--- config.mk ---
export PLATFORM = sky130hd
export DESIGN_NAME = imem_loader
export DESIGN_NICKNAME = d
export VERILOG_FILES = /design/src/rtl/imem_loader_pkg.sv /design/src/rtl/imem_loader_word_assembler.sv /design/src/rtl/imem_loader.sv
export SDC_FILE = /design/constraint.sdc
export NUM_CORES = 1
export LEC_CHECK = 0
export CAP_MARGIN = 20
export CORE_UTILIZATION = 45
export CTS_BUF_LIST = sky130_fd_sc_hd__clkbuf_4 sky130_fd_sc_hd__clkbuf_8 sky130_fd_sc_hd__clkbuf_16
export CTS_CLUSTER_SIZE = 40
export DETAILED_ROUTE_END_ITERATION = 8
export PLACE_DENSITY = 0.75
export RECOVER_POWER = 25
export SLEW_MARGIN = 15
export SYNTH_ARGS = -nofsm -noshare
export SYNTH_HDL_FRONTEND = slang
export SYNTH_HIERARCHICAL = 1
export SYNTH_SLANG_ARGS = --single-unit
--- constraint.sdc ---
create_clock -name CLK -period 3.8 [get_ports CLK]
set_input_delay 0.76 -clock CLK [delete_from_list [all_inputs] [get_ports CLK]]
set_output_delay 0.76 -clock CLK [all_outputs]
set_load 0.005 [all_outputs]
--- src/rtl/imem_loader_pkg.sv ---
// Shared types and constants for the boot-time instruction memory loader.
// IMEM_LOADER_CHECKSUM_EN adds the trailing-checksum state.
package imem_loader_pkg;

  localparam int WORD_BYTES        = 4;
  localparam int LEN_BYTES         = 2;
  localparam int IMEM_SIZE_DEFAULT = 128;

  typedef enum logic [2:0] {
    IDLE,
    LEN_HI,
    LEN_LO,
    DATA,
    WRITE,
`ifdef IMEM_LOADER_CHECKSUM_EN
    CHK,
`endif
    DONE,
    ERR
  } state_e;

endpackage

--- src/rtl/imem_loader_word_assembler.sv ---
// Big-endian byte-to-word shift register with a byte counter.
// The 2-bit counter wraps after the last byte of each word.
module word_assembler
  import imem_loader_pkg::*;
(
  input  logic        CLK,
  input  logic        RST,
  input  logic        clear_i,
  input  logic        byte_valid_i,
  input  logic [7:0]  byte_i,
  output logic [31:0] word_o,
  output logic        word_full_o
);

  localparam int CNT_W = $clog2(WORD_BYTES);

  logic [CNT_W-1:0] cnt_q, cnt_d;
  logic [31:0]      word_q, word_d;

  always_comb begin
    cnt_d  = cnt_q;
    word_d = word_q;
    if (clear_i) begin
      cnt_d  = '0;
      word_d = '0;
    end else if (byte_valid_i) begin
      word_d = {word_q[23:0], byte_i};
      cnt_d  = cnt_q + 1'b1;
    end
  end

  always_ff @(posedge CLK) begin
    if (!RST) begin
      cnt_q  <= '0;
      word_q <= '0;
    end else begin
      cnt_q  <= cnt_d;
      word_q <= word_d;
    end
  end

  assign word_o      = word_q;
  assign word_full_o = byte_valid_i && (cnt_q == CNT_W'(WORD_BYTES - 1));

endmodule

--- src/rtl/imem_loader.sv ---
// Boot loader: byte stream -> instruction memory writes, holding the CPU in reset until loaded.
// Define IMEM_LOADER_CHECKSUM_EN to require a trailing XOR checksum byte.
module imem_loader
  import imem_loader_pkg::*;
#(
  parameter int unsigned IMEM_SIZE = IMEM_SIZE_DEFAULT
) (
  input  logic        CLK,
  input  logic        RST,
  input  logic        start,
  input  logic        in_valid,
  input  logic [7:0]  in_data,
  output logic        in_ready,
  output logic [31:0] mem_addr,
  output logic [31:0] mem_wdata,
  output logic        mem_we,
  output logic        cpu_rst,
  output logic        done,
  output logic        err
);

  localparam int LEN_W = LEN_BYTES * 8;

`ifdef IMEM_LOADER_CHECKSUM_EN
  localparam state_e AFTER_LOAD = CHK;
`else
  localparam state_e AFTER_LOAD = DONE;
`endif

  state_e             state_q, state_d;
  logic [LEN_W-1:0]   len_q, len_d;
  logic [15:0]        widx_q, widx_d;
  logic               xfer, startTake, wordFull, lastWord;
  logic [LEN_W-1:0]   lenFull;

  assign xfer      = in_valid && in_ready;
  assign startTake = start && (state_q inside {IDLE, DONE, ERR});
  assign lenFull   = {len_q[15:8], in_data};
  assign lastWord  = ((widx_q + 16'd1) == len_q);

  word_assembler u_asm (
    .CLK          (CLK),
    .RST          (RST),
    .clear_i      (startTake),
    .byte_valid_i (xfer && (state_q == DATA)),
    .byte_i       (in_data),
    .word_o       (mem_wdata),
    .word_full_o  (wordFull)
  );

`ifdef IMEM_LOADER_CHECKSUM_EN
  logic [7:0] chk_q, chk_d;

  // Running XOR over the length and data bytes; the checksum byte itself is excluded.
  always_comb begin
    chk_d = chk_q;
    if (startTake)
      chk_d = '0;
    else if (xfer && (state_q != CHK))
      chk_d = chk_q ^ in_data;
  end

  always_ff @(posedge CLK) begin
    if (!RST) chk_q <= '0;
    else      chk_q <= chk_d;
  end
`endif

  always_ff @(posedge CLK) begin
    if (!RST) begin
      state_q <= IDLE;
      len_q   <= '0;
      widx_q  <= '0;
    end else begin
      state_q <= state_d;
      len_q   <= len_d;
      widx_q  <= widx_d;
    end
  end

  always_comb begin
    state_d = state_q;
    case (state_q)
      IDLE, DONE, ERR: if (startTake) state_d = LEN_HI;
      LEN_HI:          if (xfer) state_d = LEN_LO;
      LEN_LO: begin
        if (xfer) begin
          if ({16'd0, lenFull} > IMEM_SIZE) state_d = ERR;
          else if (lenFull == '0)           state_d = AFTER_LOAD;
          else                              state_d = DATA;
        end
      end
      DATA:            if (wordFull) state_d = WRITE;
      WRITE:           state_d = lastWord ? AFTER_LOAD : DATA;
`ifdef IMEM_LOADER_CHECKSUM_EN
      CHK:             if (xfer) state_d = (in_data == chk_q) ? DONE : ERR;
`endif
      default:         state_d = IDLE;
    endcase
  end

  // Length capture and word index; the index only advances once a word has been written.
  always_comb begin
    len_d  = len_q;
    widx_d = widx_q;
    if (xfer && (state_q == LEN_HI)) len_d[15:8] = in_data;
    if (xfer && (state_q == LEN_LO)) begin
      len_d[7:0] = in_data;
      widx_d     = '0;
    end
    if ((state_q == WRITE) && !lastWord) widx_d = widx_q + 16'd1;
  end

  always_comb begin
    in_ready = 1'b0;
    mem_we   = 1'b0;
    done     = 1'b0;
    err      = 1'b0;
    cpu_rst  = 1'b1;
    case (state_q)
      LEN_HI, LEN_LO, DATA: in_ready = 1'b1;
`ifdef IMEM_LOADER_CHECKSUM_EN
      CHK:                  in_ready = 1'b1;
`endif
      WRITE:                mem_we = 1'b1;
      DONE: begin
        done    = 1'b1;
        cpu_rst = 1'b0;
      end
      ERR:                  err = 1'b1;
      default: ;
    endcase
  end

  assign mem_addr = {14'd0, widx_q, 2'b00};

endmodule

==> summary.md <==
| Metric | Value |
|---|---|
| Setup TNS | 0 ns |
| FMAX | around 320 MHz |
| Result of the run | finished, final reports clean |
| CTS Buffer Depth | 2 |
| Antenna-violating nets left | 0 |
| Mapped Area | 0.003667 mm² |
| Most used DFF post-synth | dfxtp_1 |
| Hold WS | between 0.4 and 0.5 ns |
| Sw Pwr | about 0.56 mW |
| Yosys top cell area share | 0.3767 |
| Max_cap viols | 0 |
| N_diodes | 0 |
| # DRC | 0 |
| Least-Margin Pin Slew | approximately 0.6 ns |
| H-Tree Depth | 3 |
| Die Span X | ~90 µm |
| Arr. time, crit path | 3.45 ns |
| Post-Syn Instances | 428 |
| Core Region | 0.007807 mm² |
| Comb pwr share | 0.195 |
| Register share of total power | 0.459 |
| Yosys top cell by area | dfxtp_1 |
| Final WL | roughly 8400 µm |
| Die Span Y | between 90 and 100 µm |
| Worst slack, placed | 0.6626 ns |
| Unrepaired setup endpoints after global routing | false |
| Post-DP HPWL | 5993 µm |
| Routed WL per cell | 14.31 µm |
| Syn. warnings | 6 |
| Slew Limit Fails | 0 |
| Worst Hold Class | reg2reg |
| Power Density | ~400 mW/mm² |
| Clock Pin Slew Worst Setup and Hold Paths | 0.07 ns |
| Cell Rows | 32 |
| Syn Area/Cell | 8.568 µm² |
| CTS root buffer | clkbuf_8 |
| Crit Path Category | reg2reg |
| DRT Pass-1 Iters | 5 |
| Post-synth EDFFs | 0 |
| Area of the multi-input gates | 0.001989 mm² |
| CTS Hold Bufs | 0 |
| Tot Pwr | 1.773 mW |
| Tmin final | between 3 and 4 ns |
| Max Fanout on Critical Path | 15 |
| Die area | roughly 0.0085 mm² |
| Initial DRC count | 138 |
| Fillers | 730 |
| Leak Pwr | roughly 1.6 nW |
| Vias | 3133 |
| Post_cts resized | 0 |
| Synth area leaders | dfxtp_1 38%, mux2i_1 9.6%, nand2_1 5.7% |
| Gr usage total | 0.2126 |
| Ys async rst share | 0 |
| Tcrit/Tclk final | 0.8323 |
| Vias in the first global route | between 2000 and 3000 |
| Top-level port count | around 80 |
| GRT overflow | 0 |
| Layout overhead on the synthesized area | 19.31% |
| Sw Ratio | 0.3161 |
| Final Hold Vio Count | 0 |
| Port Buf Inserts | 64 |
| Post-CTS Setup Bufs | 0 |
| Distinct cells, synth | between 50 and 60 |
| Register area share after synthesis | 0.3767 |
| CTS Sinks | between 60 and 70 |
| Critical Path Source Type | register |
| Worst IR drop on VDD | about 0.00021 V |
| First-pass GRT wire length | between 10000 and 15000 µm |
| RePlAce Congestion | 0.8919 |
| Worst Skew | between 0.009 and 0.01 ns |
| CTS tree | done |
| Synth Register Bits | 69 |
| Register Area | roughly 0.0014 mm² |
| Pint | around 1.2 mW |
| Initial antenna violation count | 0 |
| Setup violators final | 0 |
| Relative slew margins | 0.6101 |
| Largest net degree at the start of global routing | 35 |
| Final std cells w/o fill | 585 |
| Skew-Pair Late Insertion Delay | roughly 0.35 ns |
| Placed Cells | around 570 |
| Data required, critical path | 4.09 ns |
| Critical path endpoint category | register |
| Share of layout cells above drive strength 1 | 0.06418 |
| CTS Buf Count | 9 |
| Nets@finish | slightly below 500 |
| Vias per std cell | 5.356 |
| Starting density of the core | 0.4697 |
| Power share of the clock group | 0.346 |
| Worst setup margin | 0.6374 ns |
-- cell usage in the layout (no fill, tap or decap), types with 3 or more instances in the layout --
master            n
inv_1             4
a21oi_1          29
dfxtp_1          69
nor2_1           53
nor3b_1           5
a31oi_1           4
nand2_1          56
xor2_1            9
nor3_1           10
nand3_1           8
xnor2_1          14
conb_1           16
nor4_1            3
nand2b_1          6
a211o_1           7
nand4_1           6
nand3b_1          3
clkbuf_8          9
o21ai_0          10
and3_1            5
a21o_1            6
o211ai_1          3
clkdlybuf4s50_1  42
nor2b_1           5
mux2i_1          35
dlygate4sd3_1    22
-- layout make-up --
type	count	area share
multi-input cells	327	0.4547
well taps	102	0.02917
flip-flops and latches	69	0.3157
clock inverters	6	0.01630
clock buffers	10	0.03003
inverters	4	0.003432
repair buffers	67	0.1507
-- power by group through the flow --
stage,clock (mW),sequential [mW],combinational (mW)
2_1_floorplan,0,0.798,0.305
3_3_place_gp,0,0.827,0.334
3_5_place_dp,0,0.829,0.341
4_1_cts,0.628,0.812,0.344
5_1_grt,0.653,0.821,0.393
6_report,0.614,0.813,0.346
-- state kept, by name, indices dropped and copies added (netlist names) --
name          flops
len_q            16
state_q           3
u_asm/cnt_q       2
u_asm/word_o     32
widx_q           16
-- critical path, stage by stage, from the launching register on --
cell and delay, ns:
dfxtp_1 0.45, ha_1 0.30, nand3_1 0.22, or4_4 0.61
xnor2_1 0.14, nor2_1 0.11, nand4_2 0.18, o21ai_2 0.26
and3_1 0.57, mux2_2 0.26
-- worst paths after layout --
path,start,end,slack [ns],cells after the start
min,len_q[7],len_q[7],0.47,2
min reg2reg,len_q[7],len_q[7],0.47,2
max reg2reg,widx_q[0],widx_q[0],0.64,9
max,widx_q[0],widx_q[0],0.64,9
-- kinds of logic after synthesis --
family                   synth area share
AND/OR/NAND/NOR                    0.2303
AO/OA/AOI/OAI                      0.1334
flip-flops                         0.3767
buffers and inverters             0.09826
multiplexers                      0.09860
XOR/XNOR                          0.05493
adder cells (fa/ha/maj)          0.006823
other                            0.001023
-- Yosys cell counts, drive strengths merged (3+ instances only) --
| library cell | count |
|---|---|
| inv | 4 |
| nand3b | 3 |
| dfxtp | 69 |
| xnor2 | 14 |
| o21ai | 12 |
| and3 | 5 |
| nor3b | 5 |
| nor2 | 56 |
| nand2 | 57 |
| a21oi | 29 |
| a31oi | 4 |
| xor2 | 9 |
| nor2b | 5 |
| a21o | 6 |
| nor3 | 10 |
| nand3 | 8 |
| nand2b | 6 |
| and2 | 3 |
| nor4 | 4 |
| clkbuf | 8 |
| mux2i | 35 |
| buf | 35 |
| nand4 | 7 |
| a211o | 7 |
| o211ai | 4 |
-- per-stage QoR --
| stage | area [µm²] | util |
|---|---|---|
| 6_report | 4375 | 0.5604 |
| 2_1_floorplan | 3724 | - |
| 5_1_grt | 4375 | 0.5604 |
| 3_5_place_dp | 4169 | 0.5340 |
| 3_3_place_gp | 4169 | 0.5340 |
| 4_1_cts | 4372 | 0.5599 |
-- routing by layer --
metal  track usage  up-vias  part of all wire
li1              -     1545                 -
met1        0.2729     1484              0.44
met2        0.3327       96              0.47
met3       0.07380        8             0.072
met4       0.06901        0            0.0087
met5             0        -                 0
Power figures use the tool's default switching activity.
==> edit 1, RTL diff (same settings) <==
`WORD_BYTES`: 4 -> 2.
--- a/src/rtl/imem_loader_pkg.sv
+++ b/src/rtl/imem_loader_pkg.sv
@@ -4,3 +4,3 @@
 
-  localparam int WORD_BYTES        = 4;
+  localparam int WORD_BYTES        = 2;
   localparam int LEN_BYTES         = 2;
Formal check against the unedited RTL: not equivalent (Yosys sat finds a counterexample within 10 cycles, from zero or initial values and one cycle with RST low).
==> edit 1 against the original RTL <==
Total power is 0.54% lower. Cell count is 0.68% lower. Via count is 2.5% lower. Final area fell by 0.94%. Wire length decreased by 1.1%. Area after synthesis fell by 1.4%. Sequential cell count shrank 1. Setup slack improved by 0.016 ns. Critical endpoint unchanged.
==> edit 1: results (changes against the original RTL) <==
* Warnings, synthesis: 6, unchanged
* Tot GR Track Use: 20.3%, was 21.3%
* end point of the worst hold path: len_q[3], was len_q[7]
* largest fanout on the critical path: 15, unchanged
* DRT Wirelength: 8.28 mm, was 8.37 mm
* estimated wirelength of the detail-placed design: 5.90 mm, was 5.99 mm
* post-CTS setup buffer count: 0, unchanged
* hold slack final: 0.478 ns, was 0.469 ns
* quantity of gates resized following cts: 0, unchanged
* hold_buf cts: 0, unchanged
* cells taking the most area after synthesis: sky130_fd_sc_hd__dfxtp_1 38%, sky130_fd_sc_hd__mux2i_1 9.4%, sky130_fd_sc_hd__nand2_1 5.8%, sky130_fd_sc_hd__nor2_1 5.5%, sky130_fd_sc_hd__a21oi_1 4.0%, was sky130_fd_sc_hd__dfxtp_1 38%, sky130_fd_sc_hd__mux2i_1 9.6%, sky130_fd_sc_hd__nand2_1 5.7%, sky130_fd_sc_hd__nor2_1 5.5%, sky130_fd_sc_hd__a21oi_1 4.0%
* Pre-Repair DR Iteration Count: 4, was 5
* Crit Reg-Reg Endpoint: widx_q[0], unchanged
* Post-Place Cell Area: 0.00413 mm², was 0.00417 mm²
* share of synthesized registers carrying an async set or reset: 0%, unchanged
* largest incremental delay on the critical path: 0.58 ns, was 0.61 ns
* via count normalized by instance count: 5.26, was 5.36
* number of global-route vias before repair: 2882, was 2946
* flip-flop count of the largest register after layout: 32, unchanged
* dominant cell by count in the synthesized netlist: sky130_fd_sc_hd__dfxtp_1, unchanged
* Commonest cells post-synth: 68 x sky130_fd_sc_hd__dfxtp_1, 56 x sky130_fd_sc_hd__nand2_1, 53 x sky130_fd_sc_hd__nor2_1, 34 x sky130_fd_sc_hd__mux2i_1, 29 x sky130_fd_sc_hd__a21oi_1, was 69 x sky130_fd_sc_hd__dfxtp_1, 56 x sky130_fd_sc_hd__nand2_1, 54 x sky130_fd_sc_hd__nor2_1, 35 x sky130_fd_sc_hd__mux2i_1, 29 x sky130_fd_sc_hd__a21oi_1
* proportion of layout cells with a drive suffix above 1: 6.68%, was 6.42%
* global-route wire length before repair: 13.7 mm, was 14.3 mm
* final cell area excluding filler cells: 0.00433 mm², was 0.00438 mm²
* Hold Path Origin: len_q[3], was len_q[7]
* # setup viols final: 0, unchanged
* Crit Reg-Reg Startpoint: widx_q[0], unchanged
* number of distinct library cells after synthesis: 54, was 53
* slew at the pin closest to its max-slew limit: 1.05 ns, was 0.585 ns
* cell with the biggest individual delay on the critical path: sky130_fd_sc_hd__and3_1, was sky130_fd_sc_hd__or4_4
* pin count of the biggest net entering global routing: 34, was 35
* Fillers: 696, was 730
* Lkg Pwr: 0.00163 µW, was 0.00164 µW
* Worst EP arrival: 3.43 ns, was 3.45 ns
* number of DRC markers in iteration 0: 169, was 138
* final weighted congestion in routability-driven placement: 0.861, was 0.892
* clock skew: 0.00720 ns, was 0.00921 ns
* final antenna diode count: 0, unchanged
* part of the Yosys area used for sequential elements: 37.6%, was 37.7%
* R2R Setup Slk: 0.65 ns, was 0.64 ns
* Total Nets Final: 487, was 492
* outcome: completed, unchanged
* worst vdd rail ir drop: 258 µV, was 205 µV
==> edit 1: changes by cell type in the layout (fill, tap and decap cells not counted), sizes merged <==
| cell | unedited run | this run |
|---|---|---|
| clkdlybuf4s50 | 42 | 40 |
| clkinv | 1 | 0 |
| clkbuf | 11 | 10 |
| dlygate4sd3 | 22 | 24 |
| inv | 6 | 8 |
| ha | 2 | 1 |
| dfxtp | 69 | 68 |
| mux2i | 35 | 34 |
| nor2 | 56 | 55 |
==> edit 1: layout make-up <==
type                            count  area share, %
Clock inverter                      7           1.91
Sequential cell                    68           31.4
Inverter                            4          0.346
Clock buffer                        9           2.86
Tap cell                          102           2.94
Multi-Input combinational cell    324           45.3
Timing Repair Buffer               67           15.2
==> edit 1: where the power goes <==
group          internal (µW)  switching, µW  leakage (µW)
Clock                    315            312     0.0000988
Sequential               744           61.2      0.000549
Combinational            142            190      0.000982
Total                   1200            563       0.00163
==> edit 1: worst register-to-register path, cell delays in order, from the launching register on <==
cell and delay (ns):
sky130_fd_sc_hd__dfxtp_1 0.45, sky130_fd_sc_hd__ha_1 0.31, sky130_fd_sc_hd__and3_1 0.32, sky130_fd_sc_hd__nand3_1 0.18, sky130_fd_sc_hd__mux2i_1 0.18, sky130_fd_sc_hd__o2111ai_1 0.12
sky130_fd_sc_hd__a2111o_1 0.47, sky130_fd_sc_hd__o21ai_2 0.23, sky130_fd_sc_hd__and3_1 0.58, sky130_fd_sc_hd__mux2_2 0.26
==> edit 1: worst max-delay path by stage <==
stage	startpoint	end	slack, ns	cells past startpoint
floorplan	widx_q[0]	widx_q[7]	1.15	11
global placement	widx_q[0]	widx_q[0]	0.76	9
detailed placement	widx_q[0]	widx_q[0]	0.68	9
CTS	widx_q[0]	widx_q[0]	0.66	9
global route	widx_q[0]	widx_q[0]	0.39	9
finish	widx_q[0]	widx_q[0]	0.65	9
==> edit 1: kinds of logic (layout without fill, tap and decap cells) <==
kind of cell	count (synthesis)	count (layout)	share of synthesized area, %
AND/OR/NAND/NOR	176	176	23.2
AO/OA/AOI/OAI	73	73	13.5
flip-flops	68	68	37.6
buffers and inverters	47	87	9.86
multiplexers	35	35	9.72
XOR/XNOR	23	23	5.57
adder cells (fa/ha/maj)	1	1	0.346
other	1	16	0.104
==> edit 1: through the flow <==
| step | instances | setup WS [ns] |
|---|---|---|
| after floorplan | 439 | 1.15 |
| after global placement | 565 | 0.761 |
| after detailed placement | 565 | 0.682 |
| after CTS | 581 | 0.657 |
| after global routing | 581 | 0.386 |
| final | 581 | 0.654 |
==> edit 1: routing by layer <==
layer,track usage [%],wire [µm]
met5,0,0
met4,5.95,95
met3,6.14,595
met2,33.8,3840
met1,25.2,3750
==> edit 2, RTL diff (same flow settings) <==
Made on the original files. `word_q` no longer has a reset.
--- a/src/rtl/imem_loader_word_assembler.sv
+++ b/src/rtl/imem_loader_word_assembler.sv
@@ -34,7 +34,9 @@
       cnt_q  <= '0;
-      word_q <= '0;
     end else begin
       cnt_q  <= cnt_d;
-      word_q <= word_d;
     end
+  end
+
+  always_ff @(posedge CLK) begin
+    word_q <= word_d;
   end
Formal check against the unedited RTL: differs if RST is asserted again (counterexample within 10 cycles, from zero or initial values and one cycle with RST low); with RST held inactive, the same outputs for 10 cycles.
==> edit 2 against the original RTL <==
Wire length is 0.27% higher. Total power is 2.7% higher. Final area rose by 0.17%. Die area fell by 0.21%. Clock skew down 0.0020 ns. Sequential cell count unchanged. Setup slack better by 0.010 ns. Via count shrank 2.0%. Non-clock buffer count is the same. Area after synthesis decreased by 0.20%. Cell count is the same. Critical path depth is the same. Critical path type unchanged. Largest power group unchanged.
==> edit 2: results (changes against the original RTL) <==
* leading area contributor after synthesis: sky130_fd_sc_hd__dfxtp_1, unchanged
* estimated wirelength of the detail-placed design: 6.05 mm, was 5.99 mm
* Vias: 3070, was 3133
* Tightest Hold Check Type: reg -> reg, unchanged
* final weighted congestion in routability-driven placement: 0.889, was 0.892
* cells taking the most area after synthesis: sky130_fd_sc_hd__dfxtp_1 38%, sky130_fd_sc_hd__mux2i_1 9.6%, sky130_fd_sc_hd__nand2_1 5.7%, sky130_fd_sc_hd__nor2_1 5.5%, sky130_fd_sc_hd__a21oi_1 4.0%, unchanged
* number of DRC markers in iteration 0: 118, was 138
* Pre-Repair DR Iteration Count: 4, was 5
* worst vdd rail ir drop: 223 µV, was 205 µV
* clock skew: 0.00717 ns, was 0.00921 ns
* Lkg Pwr: 0.00172 µW, was 0.00164 µW
* number of distinct library cells after synthesis: 53, unchanged
* slew at the pin closest to its max-slew limit: 0.978 ns, was 0.585 ns
* outcome: completed, unchanged
* clock latency of the later-clocked register in the worst-skew pair: 0.35 ns, about the same
* number of instances in the synthesized netlist: 428, unchanged
* Total Nets Final: 492, unchanged
* pin count of the biggest net entering global routing: 35, unchanged
* dpl cells: 569, was 568
* Warnings, synthesis: 6, unchanged
* quantity of gates resized following cts: 0, unchanged
* post-CTS setup buffer count: 0, unchanged
* Worst EP arrival: 3.44 ns, was 3.45 ns
* Tot GR Track Use: 20.5%, was 21.3%
* Commonest cells post-synth: 69 x sky130_fd_sc_hd__dfxtp_1, 56 x sky130_fd_sc_hd__nand2_1, 54 x sky130_fd_sc_hd__nor2_1, 35 x sky130_fd_sc_hd__mux2i_1, 29 x sky130_fd_sc_hd__a21oi_1, unchanged
* flip-flop count of the largest register after layout: 32, unchanged
* number of global-route vias before repair: 2912, was 2946
* proportion of layout cells with a drive suffix above 1: 6.83%, was 6.42%
* via count normalized by instance count: 5.25, was 5.36
* initial antenna violation count: 0, unchanged
* largest fanout on the critical path: 15, unchanged
* final antenna diode count: 0, unchanged
* internal power consumption: 1230 µW, was 1210 µW
* Clk pin slew, worst setup/hold paths: 0.08 ns
* routed wire length per instance: 14.3 µm, about the same
* Num CTS Buffers: 9, unchanged
* global-route wire length before repair: 14.0 mm, was 14.3 mm
* maximum count of clock buffers along a single path: 2, unchanged
* part of the Yosys area used for sequential elements: 37.7%, about the same
* CTS root buffer: sky130_fd_sc_hd__clkbuf_8, unchanged
* share of synthesized registers carrying an async set or reset: 0%, unchanged
* level count of the clock H-tree: 3, unchanged
* Buffers on Ports: 64, unchanged
[edit 2: through the flow]
stage	hold slack, ns	setup WS, ns	cell area [µm²]
after global routing	0.509	0.383	4380
final	0.478	0.648	4380
after detailed placement	0.470	0.669	4180
after floorplan	0.448	1.15	3720
after global placement	0.463	0.749	4180
after CTS	0.480	0.642	4380
[edit 2: final cells by class]
type	count	area, µm²
fillers	703	3420
multi-input cells	327	1990
flip-flops and latches	69	1380
repair buffers	67	663
clock buffers	10	131
well taps	102	128
clock inverters	6	71.3
inverters	4	15.0
[edit 2: final timing paths]
kind	startpoint	end	slack, ns	cells after the start
worst max-delay path	widx_q[0]	widx_q[0]	0.65	9
worst max register to register	widx_q[0]	widx_q[0]	0.65	9
worst min-delay path	len_q[7]	len_q[7]	0.48	2
worst min register to register	len_q[7]	len_q[7]	0.48	2
[edit 2: cell families (layout without fill, tap and decap cells)]
| logic type | count (synthesis) | count (layout) | share of synthesized area, % |
|---|---|---|---|
| compound gates | 73 | 73 | 13.4 |
| xor+xnor | 23 | 23 | 5.50 |
| fa+ha+maj | 2 | 2 | 0.684 |
| buf+inv | 47 | 87 | 9.64 |
| flops | 69 | 69 | 37.7 |
| mux | 36 | 36 | 9.88 |
| other cells | 1 | 16 | 0.102 |
| simple gates | 177 | 177 | 23.1 |
[edit 2: critical path, stage by stage (launching register included)]
cell and delay (ns):
sky130_fd_sc_hd__dfxtp_1 0.45, sky130_fd_sc_hd__ha_1 0.32, sky130_fd_sc_hd__nand3_1 0.22, sky130_fd_sc_hd__or4_4 0.63, sky130_fd_sc_hd__xnor2_1 0.15, sky130_fd_sc_hd__nor2_1 0.11
sky130_fd_sc_hd__nand4_2 0.16, sky130_fd_sc_hd__o21ai_2 0.22, sky130_fd_sc_hd__and3_1 0.57, sky130_fd_sc_hd__mux2_2 0.26
[edit 2: power groups by stage]
stage               registers [µW]  clock network (µW)  logic, µW
floorplan                      810                   0        323
global placement               840                   0        375
CTS                            826                 625        382
finish                         827                 615        378
global route                   835                 655        422
detailed placement             843                   0        381
[edit 2: routing by layer]
layer / GRT usage [%] / part of all wire, % / vias up
met1: 26.1 / 46 / 1423
met2: 34.0 / 46 / 92
met4: 5.86 / 0.91 / 0
met5: 0 / 0 / -
li1: - / - / 1547
met3: 5.31 / 6.6 / 8
